**src/rtl/aud_transport_ctrl.sv**
```systemverilog
// rtl/aud_transport_ctrl.sv - record/play transport controller with per-slot end-address tracking
// Sequences codec init, issues one-cycle recorder/DSP command pulses and steers the SRAM.
module aud_transport_ctrl #(
  parameter int ADDR_W    = 20,
  parameter int NUM_SLOTS = 4,
  localparam int SLOT_W   = $clog2(NUM_SLOTS)
) (
  input  logic              i_clk,
  input  logic              i_rst,
  input  logic              i_init_fin,
  input  logic              i_key_rec,
  input  logic              i_key_play,
  input  logic              i_key_stop,
  input  logic [SLOT_W-1:0] i_slot_sel,
  input  logic              i_loop,
  input  logic [ADDR_W-1:0] i_rec_addr,
  input  logic [ADDR_W-1:0] i_play_addr,
  output logic              o_init_start,
  output logic              o_rec_start,
  output logic              o_rec_pause,
  output logic              o_rec_stop,
  output logic              o_dsp_start,
  output logic              o_dsp_pause,
  output logic              o_dsp_stop,
  output logic [ADDR_W-1:0] o_slot_base,
  output logic              o_sram_sel_rec,
  output logic              o_sram_we_n,
  output logic [2:0]        o_state,
  output logic [SLOT_W-1:0] o_slot
);

  localparam int OFF_W = ADDR_W - SLOT_W;

  typedef enum logic [2:0] {
    S_INIT       = 3'd0,
    S_IDLE       = 3'd1,
    S_RECD       = 3'd2,
    S_RECD_PAUSE = 3'd3,
    S_PLAY       = 3'd4,
    S_PLAY_PAUSE = 3'd5,
    S_RELOOP     = 3'd6
  } state_e;

  state_e              state_q, state_d;
  logic [SLOT_W-1:0]   slot_q, slot_d;
  logic                init_sent_q, init_sent_d;
  logic                init_start_q, init_start_d;
  logic                rec_start_q, rec_start_d;
  logic                rec_pause_q, rec_pause_d;
  logic                rec_stop_q, rec_stop_d;
  logic                dsp_start_q, dsp_start_d;
  logic                dsp_pause_q, dsp_pause_d;
  logic                dsp_stop_q, dsp_stop_d;
  logic                sram_we_n_q, sram_we_n_d;
  logic                sram_sel_rec_q, sram_sel_rec_d;
  logic [ADDR_W-1:0]   end_q [NUM_SLOTS];
  logic [ADDR_W-1:0]   end_d [NUM_SLOTS];
  logic [NUM_SLOTS-1:0] valid_q, valid_d;

  logic              key_stop, key_rec, key_play;
  logic [ADDR_W-1:0] slot_base;
  logic              slot_full, commit_ok, play_end, rec_end;

  // Single winner per cycle: stop beats rec beats play.
  assign key_stop = i_key_stop;
  assign key_rec  = i_key_rec & ~i_key_stop;
  assign key_play = i_key_play & ~i_key_rec & ~i_key_stop;

  assign slot_base = {slot_q, {OFF_W{1'b0}}};
  assign slot_full = (i_rec_addr == {slot_q, {OFF_W{1'b1}}});
  assign commit_ok = (i_rec_addr != slot_base);
  assign play_end  = (i_play_addr >= end_q[slot_q]);
  // Any of these closes the take; a full slot outranks a pause request.
  assign rec_end   = key_stop | key_play | ((state_q == S_RECD) & slot_full);

  always_comb begin
    state_d      = state_q;
    slot_d       = slot_q;
    init_sent_d  = init_sent_q;
    end_d        = end_q;
    valid_d      = valid_q;
    init_start_d = 1'b0;
    rec_start_d  = 1'b0;
    rec_pause_d  = 1'b0;
    rec_stop_d   = 1'b0;
    dsp_start_d  = 1'b0;
    dsp_pause_d  = 1'b0;
    dsp_stop_d   = 1'b0;

    case (state_q)
      S_INIT: begin
        if (!init_sent_q) begin
          init_start_d = 1'b1;
          init_sent_d  = 1'b1;
        end else if (i_init_fin) begin
          state_d = S_IDLE;
        end
      end

      S_IDLE: begin
        if (key_rec) begin
          slot_d              = i_slot_sel;
          valid_d[i_slot_sel] = 1'b0;
          rec_start_d         = 1'b1;
          state_d             = S_RECD;
        end else if (key_play) begin
          slot_d = i_slot_sel;
          if (valid_q[i_slot_sel]) begin
            dsp_start_d = 1'b1;
            state_d     = S_PLAY;
          end
        end
      end

      S_RECD, S_RECD_PAUSE: begin
        if (rec_end) begin
          rec_stop_d      = 1'b1;
          end_d[slot_q]   = i_rec_addr;
          valid_d[slot_q] = commit_ok;
          state_d         = S_IDLE;
          if (key_play && commit_ok) begin
            dsp_start_d = 1'b1;
            state_d     = S_PLAY;
          end
        end else if (key_rec) begin
          if (state_q == S_RECD) begin
            rec_pause_d = 1'b1;
            state_d     = S_RECD_PAUSE;
          end else begin
            rec_start_d = 1'b1;
            state_d     = S_RECD;
          end
        end
      end

      S_PLAY, S_PLAY_PAUSE: begin
        if (key_rec) begin
          dsp_stop_d      = 1'b1;
          rec_start_d     = 1'b1;
          valid_d[slot_q] = 1'b0;
          state_d         = S_RECD;
        end else if (key_stop) begin
          dsp_stop_d = 1'b1;
          state_d    = S_IDLE;
        end else if (key_play) begin
          if (state_q == S_PLAY) begin
            dsp_pause_d = 1'b1;
            state_d     = S_PLAY_PAUSE;
          end else begin
            dsp_start_d = 1'b1;
            state_d     = S_PLAY;
          end
        end else if ((state_q == S_PLAY) && play_end) begin
          dsp_stop_d = 1'b1;
          state_d    = i_loop ? S_RELOOP : S_IDLE;
        end
      end

      S_RELOOP: begin
        dsp_start_d = 1'b1;
        state_d     = S_PLAY;
      end

      default: state_d = S_INIT;
    endcase

    sram_we_n_d    = (state_d != S_RECD);
    sram_sel_rec_d = (state_d == S_RECD) || (state_d == S_RECD_PAUSE);
  end

  always_ff @(posedge i_clk) begin
    if (i_rst) begin
      state_q        <= S_INIT;
      slot_q         <= '0;
      init_sent_q    <= 1'b0;
      init_start_q   <= 1'b0;
      rec_start_q    <= 1'b0;
      rec_pause_q    <= 1'b0;
      rec_stop_q     <= 1'b0;
      dsp_start_q    <= 1'b0;
      dsp_pause_q    <= 1'b0;
      dsp_stop_q     <= 1'b0;
      sram_we_n_q    <= 1'b1;
      sram_sel_rec_q <= 1'b0;
      valid_q        <= '0;
      for (int i = 0; i < NUM_SLOTS; i++) end_q[i] <= '0;
    end else begin
      state_q        <= state_d;
      slot_q         <= slot_d;
      init_sent_q    <= init_sent_d;
      init_start_q   <= init_start_d;
      rec_start_q    <= rec_start_d;
      rec_pause_q    <= rec_pause_d;
      rec_stop_q     <= rec_stop_d;
      dsp_start_q    <= dsp_start_d;
      dsp_pause_q    <= dsp_pause_d;
      dsp_stop_q     <= dsp_stop_d;
      sram_we_n_q    <= sram_we_n_d;
      sram_sel_rec_q <= sram_sel_rec_d;
      valid_q        <= valid_d;
      end_q          <= end_d;
    end
  end

  assign o_init_start   = init_start_q;
  assign o_rec_start    = rec_start_q;
  assign o_rec_pause    = rec_pause_q;
  assign o_rec_stop     = rec_stop_q;
  assign o_dsp_start    = dsp_start_q;
  assign o_dsp_pause    = dsp_pause_q;
  assign o_dsp_stop     = dsp_stop_q;
  assign o_slot_base    = slot_base;
  assign o_sram_sel_rec = sram_sel_rec_q;
  assign o_sram_we_n    = sram_we_n_q;
  assign o_state        = state_q;
  assign o_slot         = slot_q;

endmodule

```
**config.mk**
```make
export PLATFORM = sky130hd
export DESIGN_NAME = aud_transport_ctrl
export DESIGN_NICKNAME = d
export VERILOG_FILES = /design/src/rtl/aud_transport_ctrl.sv
export SDC_FILE = /design/constraint.sdc
export NUM_CORES = 1
export LEC_CHECK = 0
export ABC_CLOCK_PERIOD_IN_PS = 4950
export BUFFER_PORTS_ARGS = -buffer_cell sky130_fd_sc_hd__buf_2
export CORE_MARGIN = 2
export CORE_UTILIZATION = 41
export DETAILED_ROUTE_END_ITERATION = 8
export GPL_TIMING_DRIVEN = 1
export PLACE_DENSITY_LB_ADDON = 0.2
export SYNTH_ARGS = -nofsm -noshare
export SYNTH_HDL_FRONTEND = slang
export SYNTH_SLANG_ARGS = --single-unit
```
**constraint.sdc**
```tcl
create_clock -name i_clk -period 4.95 [get_ports i_clk]
set_input_delay 0.2475 -clock i_clk [delete_from_list [all_inputs] [get_ports i_clk]]
set_output_delay 0.2475 -clock i_clk [all_outputs]
set_load 0.02 [all_outputs]
```
==> run metrics <==
status=finished, final reports clean; worst reg2reg setup slack=1.53 ns; via count=3815; post-CTS sizing=0; DIE HEIGHT=116 um; Required @ worst endpoint=5.18 ns; grt ovf=0; Worst-path clk slew=0.07 ns; minimum clock period=3.42 ns; Place WS=1.51 ns; clock latency on the worst-skew pair=0.35 ns; Setup TNS=0 ns; postcts setup bufs=0; Netlist Area Pre-Place=5140 sq um; initial core utilization=42.4%; DP Area=5530 sq um; crit path from=o_slot[1]; CTS HTree Levels=3; EDFF count, synth=0; number of clock sinks=99; # DRC=0; CTS buffer count=9; final hold violation count=0; CORE AREA=12100 sq um; Reg-to-Reg Start=o_slot[1]; HPWL Detailed=8450 um; Cell Count, Final, Fillers Out=745; Avg Cell Area, Syn=9.82 sq um; clk buf depth=2; first-pass GRT wire length=18900 um; Crit. End Element=flip-flop; Worst Reg-to-Reg Cells=10; cell taking the most area after synthesis=dfxtp_1; fill cell count=1169; GRT Total Usage=18.4%; count leader, synth=dfxtp_1; largest net degree at the start of global routing=95; crit path DAT=3.66 ns; TritonRoute pass-1 iters=5; total wire length=11700 um; crit path to=o_sram_we_n; Worst Hold Class=in2reg; Placed Cells incl. Taps=729; CTS tree=yes; VDD IR-drop max=0.132 mV; Finished Core Util=47.9%; DRT antenna net count=0; Net count, final=641; Worst setup SP type=flip-flop; asr flop ratio synth=0%; FF-to-FF End=o_sram_we_n; Synth Instances=523; main area contributors after synthesis=dfxtp_1 39%, mux2i_1 16%, mux4_2 9.2%; max cap viols=0; worst rel slew slack=27.5%; post-route setup slack=1.53 ns; Yosys warnings=0; fin. max-slew vios=0; Via density=5.12; DRT iter0 DRCs=354; Final Skew=0.00620 ns; Setup-failing EPs final=0; Synth top cells by count=99 x dfxtp_1, 97 x nor2_1, 82 x mux2i_1; number of port buffers=64; wire length per cell=15.7 um; die width=116 um; layout cells sized above 1=20.6%; Root Driver=clkbuf_16; Period Utilization, post-route=69.2%; Fmax=0.292 GHz; Crit Path Class=reg2reg; Die ar.=13400 sq um; synthesis-to-layout area growth=12.8%; post-synth top area share=38.6%; pwr dens=278 nW/um^2; vias in the first global route=3674; I/O pin count=83; GPL Wtd Cong=0.863; Diodes inserted=0; hold path depth=3; Power Total=1.61 mW; Slew @ Worst Pin=1.06 ns; initial antenna violation count=0; register area share after synthesis=38.6%; distinct cell type count after synthesis=49; ys flop type=dfxtp_1; RSZ-0062 raised after global routing=no; num rows=40; Hold Buf Count CTS=0; fin area=5800 sq um; number of synthesized register bits=99; Pleak=2.09 nW; Hold WS=0.212 ns; worst-path fanout max=15
## registers in the layout, indices dropped and copies added, names as in the netlist, 2 cells and up
name and cells:
end_q 80, o_slot 2, o_state 3, valid_q 4
## metal layers
| layer | global-route usage (%) | wire (um) |
|---|---|---|
| met3 | 2.98 | 463 |
| met5 | 0 | 0 |
| met1 | 25.0 | 5610 |
| met2 | 29.1 | 5390 |
| met4 | 7.54 | 252 |
## how the worst min path moves through the flow
stage | from | to | slack [ns]
CTS | i_rec_addr[0] | end_q[40] | 0.21
global route | i_rec_addr[0] | end_q[40] | 0.23
detailed placement | init_sent_q | o_init_start | 0.45
finish | i_rec_addr[16] | end_q[16] | 0.21
global placement | init_sent_q | o_init_start | 0.45
floorplan | i_rec_addr[4] | end_q[24] | 0.39
## logic make-up (layout without fill, tap and decap cells)
| kind of cell | after synthesis | after routing | share of synthesized area [%] |
|---|---|---|---|
| and+or+nand+nor | 164 | 164 | 15.2 |
| muxes | 103 | 103 | 25.2 |
| DFF | 99 | 99 | 38.6 |
| buffers and inverters | 78 | 115 | 7.92 |
| AOI/OAI and AO/OA | 56 | 56 | 7.79 |
| adders and majority gates | 20 | 20 | 4.87 |
| xor gates and xnor gates | 2 | 2 | 0.341 |
| other | 1 | 18 | 0.0730 |
## cells in the final DEF (no fill, tap or decap), types with 2 or more instances in the layout
master      netlist  routed
a211o_1           2       2
a211oi_1          8       8
a211oi_4          0       3
a21oi_1          15      15
a31oi_1           6       6
and3_1            4       4
buf_2             1      64
buf_4            26       8
clkbuf_16         0       9
clkinv_2          0       2
clkinv_4          0       2
clkinvlp_4        0       2
conb_1            1      18
dfxtp_1          99      99
ha_1             20      20
inv_1            26      26
mux2i_1          82      82
mux4_2           21      21
nand2_1          16      16
nand2b_1          9       9
nand3_1           4       4
nand3b_1          3       3
nand4_1           5       5
nor2_1           97      97
nor2b_1           3       3
nor3_1            5       5
nor3b_1           2       2
nor4_1            4       4
nor4b_1           2       2
o21ai_0           4       4
o21ai_1           5       5
o31ai_1           2       2
o41ai_1           3       3
or2_2             2       2
or4_1             2       2
xor2_1            2       2
## worst max-delay path, stage by stage (launching register included)
cell and delay [ns]:
dfxtp_1 0.82, buf_4 0.38, mux4_2 0.52, inv_1 0.07, ha_1 0.23, a211oi_1 0.23, o21ai_0 0.13, a41oi_1 0.26
o221ai_1 0.26, a211oi_1 0.34, nand2_1 0.07
## where the power goes
group	switching [mW]	internal (mW)	total, mW
registers	0.00869	0.802	0.811
logic	0.0972	0.0540	0.151
clock network	0.308	0.341	0.648
total	0.414	1.20	1.61
## layout make-up
class / instances / area (sq um) / share of cell area [%]
clock buffer: 10 / 229 / 3.95
clock inverter: 6 / 42.5 / 0.734
inverter: 26 / 97.6 / 1.68
multi-input combinational: 363 / 2840 / 48.9
sequential: 99 / 1980 / 34.2
tap: 168 / 210 / 3.63
timing repair buffer: 73 / 400 / 6.91
Power figures use the tool's default switching activity.
